==> src/rtl/isolated_share_pkg.sv <==
// Shared types and constants for the isolated share remasker.
// Holds the FSM state encoding, the mode encoding and the legal parameter ranges.
package isolated_share_pkg;

    typedef enum logic [1:0] {
        ST_IDLE  = 2'd0,
        ST_PROC  = 2'd1,
        ST_PRECH = 2'd2,
        ST_DONE  = 2'd3
    } state_e;

    localparam logic MODE_REFRESH = 1'b0;
    localparam logic MODE_UNMASK  = 1'b1;

    localparam int NSHARES_MIN = 2;
    localparam int NSHARES_MAX = 4;
    localparam int GAP_MIN     = 0;
    localparam int GAP_MAX     = 3;

    // Precharge counter width; covers GAP up to GAP_MAX.
    localparam int PCNT_W = 2;

    function automatic bit nshares_legal(input int n);
        return (n >= NSHARES_MIN) && (n <= NSHARES_MAX);
    endfunction

    function automatic bit gap_legal(input int g);
        return (g >= GAP_MIN) && (g <= GAP_MAX);
    endfunction

endpackage

==> src/rtl/share_step_sequencer.sv <==
// Share index and precharge counters for the remasker FSM.
// Tells the FSM which share is current, whether it is the last one,
// and when the precharge gap has run out.
module share_step_sequencer
    import isolated_share_pkg::*;
#(
    parameter int NSHARES = 2,
    parameter int GAP     = 1,
    parameter int IDX_W   = 1
) (
    input  logic             clk,
    input  logic             rst_n,
    input  logic             i_clear,
    input  logic             i_proc,
    input  logic             i_prech,
    output logic [IDX_W-1:0] o_idx,
    output logic [IDX_W-1:0] o_next_idx,
    output logic             o_last,
    output logic             o_prech_last
);

    localparam logic [IDX_W-1:0]  LAST_IDX   = IDX_W'(NSHARES - 1);
    localparam logic [PCNT_W-1:0] PRECH_LAST = PCNT_W'((GAP > 0) ? GAP - 1 : 0);

    logic [IDX_W-1:0]  r_idx;
    logic [PCNT_W-1:0] r_pcnt;

    assign o_idx        = r_idx;
    assign o_next_idx   = r_idx + IDX_W'(1);
    assign o_last       = (r_idx == LAST_IDX);
    assign o_prech_last = (r_pcnt == PRECH_LAST);

    // Advance the index after a share step, directly or at the end of the precharge gap.
    // NOTE: state registers use non-blocking assignments so every flop samples pre-edge values.
    always_ff @(posedge clk or negedge rst_n) begin
        if (!rst_n) begin
            r_idx  <= '0;
            r_pcnt <= '0;
        end else if (i_clear) begin
            r_idx  <= '0;
            r_pcnt <= '0;
        end else if (i_proc && !o_last && (GAP == 0)) begin
            r_idx <= o_next_idx;
        end else if (i_prech) begin
            if (o_prech_last) begin
                r_idx  <= o_next_idx;
                r_pcnt <= '0;
            end else begin
                r_pcnt <= r_pcnt + PCNT_W'(1);
            end
        end
    end

endmodule

==> src/rtl/isolated_share_remasker.sv <==
// Share remasker: refreshes a boolean-masked value with fresh randomness,
// or unmasks it, touching one share per cycle through a single datapath
// register that is precharged to zero between share steps.
module isolated_share_remasker
    import isolated_share_pkg::*;
#(
    parameter int WIDTH   = 8,
    parameter int NSHARES = 2,
    parameter int GAP     = 1
) (
    input  logic                       clk,
    input  logic                       rst_n,
    input  logic                       in_valid,
    output logic                       in_ready,
    input  logic [NSHARES*WIDTH-1:0]   in_shares,
    input  logic                       mode,
    input  logic [WIDTH-1:0]           rnd,
    output logic                       rnd_req,
    output logic                       out_valid,
    input  logic                       out_ready,
    output logic [NSHARES*WIDTH-1:0]   out_shares,
    output logic                       busy
);

    localparam int IDX_W = $clog2(NSHARES);

    if (!nshares_legal(NSHARES)) begin : g_bad_nshares
        $error("isolated_share_remasker: NSHARES out of range 2..4");
    end
    if (!gap_legal(GAP)) begin : g_bad_gap
        $error("isolated_share_remasker: GAP out of range 0..3");
    end

    state_e                         r_state;
    state_e                         w_next_state;
    logic                           r_mode;
    logic [NSHARES-1:0][WIDTH-1:0]  r_shares;
    logic [NSHARES-1:0][WIDTH-1:0]  r_out;
    logic [WIDTH-1:0]               r_dp;
    logic [WIDTH-1:0]               r_mask_acc;
    logic [WIDTH-1:0]               r_unmask_acc;
    logic [WIDTH-1:0]               w_dp;
    logic [WIDTH-1:0]               w_dp_next;
    logic                           w_accept;
    logic                           w_release;
    logic [IDX_W-1:0]               w_idx;
    logic [IDX_W-1:0]               w_next_idx;
    logic                           w_last;
    logic                           w_prech_last;

    assign w_accept  = in_valid && (r_state == ST_IDLE);
    assign w_release = out_ready && (r_state == ST_DONE);

    share_step_sequencer #(
        .NSHARES (NSHARES),
        .GAP     (GAP),
        .IDX_W   (IDX_W)
    ) u_seq (
        .clk          (clk),
        .rst_n        (rst_n),
        .i_clear      ((r_state == ST_IDLE) || (r_state == ST_DONE)),
        .i_proc       (r_state == ST_PROC),
        .i_prech      (r_state == ST_PRECH),
        .o_idx        (w_idx),
        .o_next_idx   (w_next_idx),
        .o_last       (w_last),
        .o_prech_last (w_prech_last)
    );

    // Next state and handshake outputs.
    // NOTE: every output gets a default first so no latch is inferred.
    always_comb begin
        w_next_state = r_state;
        in_ready     = 1'b0;
        out_valid    = 1'b0;
        busy         = 1'b1;
        rnd_req      = 1'b0;
        unique case (r_state)
            ST_IDLE: begin
                in_ready = 1'b1;
                busy     = 1'b0;
                if (in_valid) w_next_state = ST_PROC;
            end
            ST_PROC: begin
                rnd_req = (r_mode == MODE_REFRESH) && !w_last;
                if (w_last)        w_next_state = ST_DONE;
                else if (GAP == 0) w_next_state = ST_PROC;
                else               w_next_state = ST_PRECH;
            end
            ST_PRECH: begin
                if (w_prech_last) w_next_state = ST_PROC;
            end
            ST_DONE: begin
                out_valid = 1'b1;
                if (out_ready) w_next_state = ST_IDLE;
            end
            default: w_next_state = ST_IDLE;
        endcase
    end

    assign out_shares = out_valid ? r_out : '0;

    // One-share datapath: mask with rnd, close with the mask accumulator, or fold into the unmask sum.
    always_comb begin
        w_dp = r_dp ^ r_unmask_acc;
        if (r_mode == MODE_REFRESH) begin
            w_dp = w_last ? (r_dp ^ r_mask_acc) : (r_dp ^ rnd);
        end
    end

    // Datapath register load: the next share only on entry to PROC, zero otherwise (precharge).
    always_comb begin
        w_dp_next = '0;
        unique case (r_state)
            ST_IDLE:  if (in_valid)                 w_dp_next = in_shares[WIDTH-1:0];
            ST_PROC:  if (!w_last && (GAP == 0))    w_dp_next = r_shares[w_next_idx];
            ST_PRECH: if (w_prech_last)             w_dp_next = r_shares[w_next_idx];
            default:  w_dp_next = '0;
        endcase
    end

    // State, share storage, accumulators and result lanes.
    // NOTE: share storage is reset and zeroized explicitly; it holds secret material.
    always_ff @(posedge clk or negedge rst_n) begin
        if (!rst_n) begin
            r_state      <= ST_IDLE;
            r_mode       <= MODE_REFRESH;
            r_shares     <= '0;
            r_out        <= '0;
            r_dp         <= '0;
            r_mask_acc   <= '0;
            r_unmask_acc <= '0;
        end else begin
            r_state <= w_next_state;
            r_dp    <= w_dp_next;
            if (w_accept) begin
                r_mode       <= mode;
                r_shares     <= in_shares;
                r_out        <= '0;
                r_mask_acc   <= '0;
                r_unmask_acc <= '0;
            end else if (r_state == ST_PROC) begin
                if (r_mode == MODE_REFRESH) begin
                    r_out[w_idx] <= w_dp;
                    if (!w_last) r_mask_acc <= r_mask_acc ^ rnd;
                end else begin
                    r_unmask_acc <= w_dp;
                    if (w_last) r_out[0] <= w_dp;
                end
            end else if (w_release) begin
                r_mode       <= MODE_REFRESH;
                r_shares     <= '0;
                r_out        <= '0;
                r_mask_acc   <= '0;
                r_unmask_acc <= '0;
            end
        end
    end

endmodule

==> config.mk <==
export PLATFORM = sky130hd
export DESIGN_NAME = isolated_share_remasker
export DESIGN_NICKNAME = d
export VERILOG_FILES = /design/src/rtl/isolated_share_pkg.sv /design/src/rtl/share_step_sequencer.sv /design/src/rtl/isolated_share_remasker.sv
export SDC_FILE = /design/constraint.sdc
export NUM_CORES = 1
export LEC_CHECK = 0
export BUFFER_PORTS_ARGS = -buffer_cell sky130_fd_sc_hd__buf_4
export CORE_ASPECT_RATIO = 0.7
export CORE_UTILIZATION = 45
export DETAILED_ROUTE_END_ITERATION = 7
export GPL_ROUTABILITY_DRIVEN = 0
export GPL_TIMING_DRIVEN = 0
export PLACE_DENSITY = 0.66
export SLEW_MARGIN = 15
export SYNTH_ARGS = -nofsm -noshare
export SYNTH_HDL_FRONTEND = slang
export SYNTH_SLANG_ARGS = --single-unit
==> constraint.sdc <==
create_clock -name clk -period 3.16 [get_ports clk]
set_clock_uncertainty 0.05 [all_clocks]
set_input_delay 0 -clock clk [delete_from_list [all_inputs] [get_ports clk]]
set_output_delay 0 -clock clk [all_outputs]
set_load 0.02 [all_outputs]
## Word level (Yosys, flattened, before mapping)

Cells that the tools add are included.

| storage, ports and cells | value |
|---|---|
| register bits after elaboration | 62 |
| input bits | 29 |
| output and inout port bits | 20 |
| word-level logic and storage cells | 96 |

| operators by class | value |
|---|---|
| add/sub/neg operators | 2 |
| $lt $le $gt $ge | 3 |
| equal/unequal tests | 11 |
| multiplexer cells | 45 |
| bitwise logic cells | 5 |
| reduce and logical (&&, ||, !) cells | 19 |

Operators by type and width:

| operator | count |
|---|---|
| $mux W8 | 18 |
| $mux W16 | 6 |
| $xor A8 B8 Y8 | 4 |
| $bwmux W16 | 1 |
| $pmux W8 S2 | 1 |
| $mux W2 | 6 |
| $mux W1 | 11 |
| $reduce_and A2 Y1 | 5 |
| $ne A3 B3 Y1 const B | 3 |
| $demux W8 S1 | 1 |
| $ne A2 B2 Y1 const B | 4 |
| $pmux W2 S4 | 1 |
| $reduce_and A3 Y1 | 2 |
| $reduce_bool A2 Y1 | 3 |
| $eq A2 B2 Y1 const B | 2 |
| $logic_and A1 B1 Y1 | 4 |
| $logic_not A2 Y1 | 2 |
| $lt A1 B2 Y1 const B | 2 |
| $ne A4 B4 Y1 const B | 1 |
| $reduce_bool A3 Y1 | 1 |
| $add A2 B1 Y2 const B | 1 |
| $eq A2 B1 Y1 const B | 1 |
| $add A1 B1 Y1 const B | 1 |
| $ge A1 B1 Y1 const B | 1 |
| 3 further kinds | 3 |

## Longest topological paths before layout

| depth | value |
|---|---|
| depth in word-level cells | 8 |
| gate-level depth with buffers | 7 |
| depth with buffers taken out | 6 |

## By module

A second synthesis with hierarchy kept.

| unflattened totals | value |
|---|---|
| cell total of the unflattened synthesis | 298 |
| area, all modules | 3076.7 sq um |

Modules (own cells, without submodules):

| module | instances | cells an instance | area each (sq um) | seq. area each (sq um) |
|---|---|---|---|---|
| isolated_share_remasker | 1 | 282 | 2907.8 | 1476.4 |
| share_step_sequencer | 1 | 16 | 168.9 | 75.1 |

## Worst setup path after synthesis

Ideal clock, no wire load.

| path | value |
|---|---|
| path type | reg2reg |
| from | reg r_state[1] |
| to | reg r_mask_acc[0] |
| library setup time | 0.129 ns |
| arrival time | 1.527 ns |
| data required time | 2.981 ns |
| setup slack | 1.454 ns |
| stages on the path, launching flop included | 8 |
| buffers on the path | 1 |
| period minus slack after synthesis | 1.706 ns |
| path through | dfrtp_1 > inv_1 > ha_1 > buf_4 > nor3b_4 > nand2_1 > xor2_1 > nor2_1 |

| on the way | value |
|---|---|
| longest elaborated chain between the ends | 4 |
| elaborated cells on any way between the ends | 11 |
| those cells by class | eq/ne (4); mux (2); reduce/logical (5) |

RTL lines:

| element | RTL line | source |
|---|---|---|
| start, declared | isolated_share_remasker.sv:34 | `state_e r_state;` |
| start signal, assigned | isolated_share_remasker.sv:134 | `r_state <= w_next_state;` |
| $logic_not A2 Y1 or $eq A2 B2 Y1 (tied branches) | isolated_share_remasker.sv:51, isolated_share_remasker.sv:52 |  |
| $logic_and A1 B1 Y1 (on tied branches) | isolated_share_remasker.sv:51, isolated_share_remasker.sv:52 |  |
| $ne A3 B3 Y1 (no source line) or $reduce_bool A3 Y1 (tied branches) | - |  |
| $reduce_and A3 Y1 (no source line) | - |  |
| end signal, assigned | isolated_share_remasker.sv:145 | `if (!w_last) r_mask_acc <= r_mask_acc ^ rnd;` |
| end, declared | isolated_share_remasker.sv:40 | `logic [WIDTH-1:0] r_mask_acc;` |

Parallel ways exist; a longest one is shown, timed or not.
A chain may end at the register's enable or synchronous reset.

## Worst setup path after layout

| path | value |
|---|---|
| from | reg r_state[1] |
| to | reg r_dp[1] |

| on the way | value |
|---|---|
| longest elaborated chain between the ends | 2 |
| elaborated cells on any way between the ends | 3 |
| those cells by class | eq/ne (1); mux (1); reduce/logical (1) |

RTL lines:

| element | RTL line | source |
|---|---|---|
| $eq A2 B2 Y1 or $logic_not A2 Y1 (tied branches) | isolated_share_remasker.sv:114 | `unique case (r_state)` |
| $pmux W8 S2 * | isolated_share_remasker.sv:114 |  |
| named net w_dp_next[1] | isolated_share_remasker.sv:43 | `logic [WIDTH-1:0] w_dp_next;` |
| end signal, assigned | isolated_share_remasker.sv:135 | `r_dp <= w_dp_next;` |
| end, declared | isolated_share_remasker.sv:39 | `logic [WIDTH-1:0] r_dp;` |

The timed path passes the listed nets; every way through them passes the cells marked *.

==> run_results.csv <==
group,metric,value,unit
routing,drt_iter0_drc,119,
pwr,p_leak,1.91,nW
routing,viasPerCell,5.03,
finish,area_growth,29.8,%
finish,stdcell_count,467,
clocking,clkSinkCount,62,
floorplan,die_area,0.00723,mm^2
min_path,hp-class,"in2reg",
clocking,cts_tree,"yes",
routing,wl,7120,um
logic_synthesis,ys_ff_latch,62,
routing,met1_length,3570,um
logic_synthesis,yosysWarnings,0,
worst_setup_path,crit_required,3350,ps
finish,final_core_util,62.6,%
floorplan,start_util,48.2,%
clocking,clk_latency,340,ps
logic_synthesis,synth_top_area_share,50.1,%
clocking,clk_pin_slew,70,ps
timing,layout_min_cycle_time,1960,ps
logic_synthesis,syn_avg_cell_area,10.8,um^2
timing,final.setup.worst_slack,1200,ps
worst_setup_path,worstSetupPathType,"reg2reg",
global_route,overflow,0,
pwr,power,0.00372,W
timing,min_period_over_period,62.1,%
routing,route.met3.wl,276,um
logic_synthesis,netlist_area,0.00310,mm^2
timing,final_hold_viol_count,0,
floorplan,fp.dieH,71.4,um
routing,drc_errors,0,
pwr,clkPwrFrac,18.3,%
global_route,antenna_found_initial,0,
finish,layout-drive-gt1-share,21.0,%
placement,post-place-ws,1210,ps
placement,dp_cells,427,
logic_synthesis,netlist.top_cell.by_area,"dfrtp_1",
routing,dr.pass1.iters,4,
worst_setup_path,worstSetupEndpointType,"flop",
routing,avgRoutedWirePerCell,15.2,um
finish,num_antenna_cells,0,
timing,setup-violations-final,0,
clocking,h-tree-depth,3,
clocking,cts_buffers,9,
routing,vias,2348,
timing,fin_tns_setup,0,ps
pwr,p_switching,0.00147,W
routing,wl_met2,3200,um
logic_synthesis,synth-seq-area-share,50.1,%
pwr,vdd_drop_max,0.000464,V
logic_synthesis,syn_nets,324,
timing,rsz0062_at_grt,"no",
placement,port_buffers,48,
pwr,intPower,0.00225,W
logic_synthesis,synthCells,288,
finish,layout.nets,409,
logic_synthesis,ys_types,34,
global_route,grt_max_degree,63,
floorplan,die_w,101,um
routing,top_layer,"met4",
floorplan,core,0.00643,mm^2
worst_setup_path,arrival,2150,ps
pwr,seq_power_share,36.2,%
worst_setup_path,worst-path-max-fanout,10,
global_route,grt_usage,21.5,%
floorplan,rows,24,
floorplan,ioPinCount,49,
timing,maxSlewViolCount,0,
timing,slew_headroom,47.0,%
outcome,status,"finished clean",
pwr,p_sw_share,39.4,%
placement,place_hpwl,4840,um
job,drv_cap,0,
clocking,root_buffer,"clkbuf_8",
timing,worst_pin_slew,795,ps
logic_synthesis,synth_area_leaders,"dfrtp_1, nand2_1, mux2i_1, a22o_1, xnor2_1",
pwr,power_density,925,mW/mm^2
routing,antenna_left,0,
worst_setup_path,startpoint_type,"flop",
global_route,grt_pass1_vias,2355,
clocking,clock_path_buffers,2,
timing,clock.fmax,509,MHz
pwr,comb_power_share,45.5,%
worst_setup_path,worst-r2r-setup-slack,1200,ps
global_route,grt_pass1_wl,11500,um
## state kept, by name (all words and copies together), names as in the netlist
register,flops
r_unmask_acc,8
r_mask_acc,8
r_out,16
u_seq.o_idx,1
r_shares,16
r_dp,8
r_state,2
u_seq.r_pcnt,2
r_mode,1
## final cells by class
cell class / instances / area (um^2)
fill: 538 / 2400
timing repair buffer: 74 / 621
clock inverter: 1 / 30.0
multi-input combinational: 205 / 1430
sequential: 62 / 1550
inverter: 8 / 30.0
buffer: 13 / 86.3
tap: 91 / 114
clock buffer: 13 / 159
## per-layer routing
metal | GRT usage (%) | up-vias
li1 | - | 1160
met1 | 30.9 | 1131
met3 | 5.46 | 8
met2 | 32.4 | 49
met4 | 6.28 | 0
met5 | 0 | -
## Yosys cell counts
library cell	n
nor3b_4	1
ha_1	7
nand3_1	8
xnor2_1	16
o31ai_1	8
and2_1	17
mux2i_1	17
xnor2_2	1
inv_1	8
dfrtp_1	62
nand3b_2	1
o21ai_2	1
nand2_2	2
buf_1	1
o21ai_0	16
nor2_1	8
a21oi_1	2
nand2_1	49
a21oi_4	1
nand3b_1	1
xor2_1	15
o2bb2ai_1	1
buf_2	3
nor2_4	1
a222oi_1	1
o21ai_4	1
o21ai_1	4
nor2_2	1
buf_6	3
a32o_1	8
buf_4	3
a22o_1	16
clkbuf_1	3
o21a_1	1
## cells in the final DEF (no fill, tap or decap), types with 3 or more instances in the layout
| cell | instances |
|---|---|
| nand2_1 | 49 |
| o31ai_1 | 8 |
| buf_4 | 51 |
| a32o_1 | 8 |
| xnor2_1 | 16 |
| and2_1 | 17 |
| clkbuf_8 | 11 |
| o21ai_0 | 16 |
| inv_1 | 8 |
| mux2i_1 | 17 |
| buf_2 | 3 |
| nand3_1 | 8 |
| dlygate4sd3_1 | 26 |
| nor2_1 | 8 |
| buf_6 | 3 |
| xor2_1 | 15 |
| a22o_1 | 16 |
| dfrtp_1 | 62 |
| clkbuf_1 | 5 |
| o21ai_1 | 4 |
| ha_1 | 7 |
## logic make-up after synthesis
logic type | count (synthesis) | share of synthesized area [%]
AND/OR/NAND/NOR | 89 | 13.8
buffers and inverters | 21 | 3.75
adder cells (fa/ha/maj) | 7 | 2.83
multiplexers | 17 | 5.49
AO/OA/AOI/OAI | 60 | 14.8
flip-flops | 62 | 50.1
XOR/XNOR | 32 | 9.29
## per-stage QoR
stage          hold WS, ps  instance area [um^2]
2_1_floorplan         -346                  3100
3_3_place_gp          88.5                  3570
3_5_place_dp          83.6                  3570
4_1_cts               55.5                  4020
5_1_grt                117                  4020
6_report              62.0                  4020
## worst paths after layout
path,to,from,depth (start not counted)
max in group asynchronous,r_unmask_acc[6]$_DFFE_PN0P_,rst_n,2
min reg2reg,r_shares[0]$_DFFE_PN0P_,r_shares[0]$_DFFE_PN0P_,2
min in group asynchronous,u_seq.r_pcnt[0]$_DFFE_PN0P_,rst_n,2
max,r_dp[1]$_DFF_PN0_,r_state[1]$_DFFE_PN0P_,7
max reg2reg,r_dp[1]$_DFF_PN0_,r_state[1]$_DFFE_PN0P_,7
min,r_state[0]$_DFFE_PN0P_,out_ready,5
## repair_timing
item | in CTS | in global routing
hold buffers | 26 | 0
setup buffers | 0 | 0
gates resized for setup | 0 | 0
endpoints found under the hold margin | 95 | 0
endpoints found under the setup margin | 0 | 0
## power groups by stage
stage,clock (W),sequential (W),combinational (W)
final,0.000679,0.00135,0.00169
after global routing,0.000727,0.00138,0.00187
after CTS,0.000693,0.00135,0.00170
after detailed placement,0,0.00135,0.00166
after global placement,0,0.00135,0.00163
after floorplan,0,0.00129,0.00125
## critical path, stage by stage, from the launching register on
cell      delay [ps]
dfrtp_1          410
inv_1            130
ha_1             250
and2_1           150
buf_4            200
clkbuf_1         420
nand2_1          140
o21ai_0          110
(Power assumes the default switching activity.)
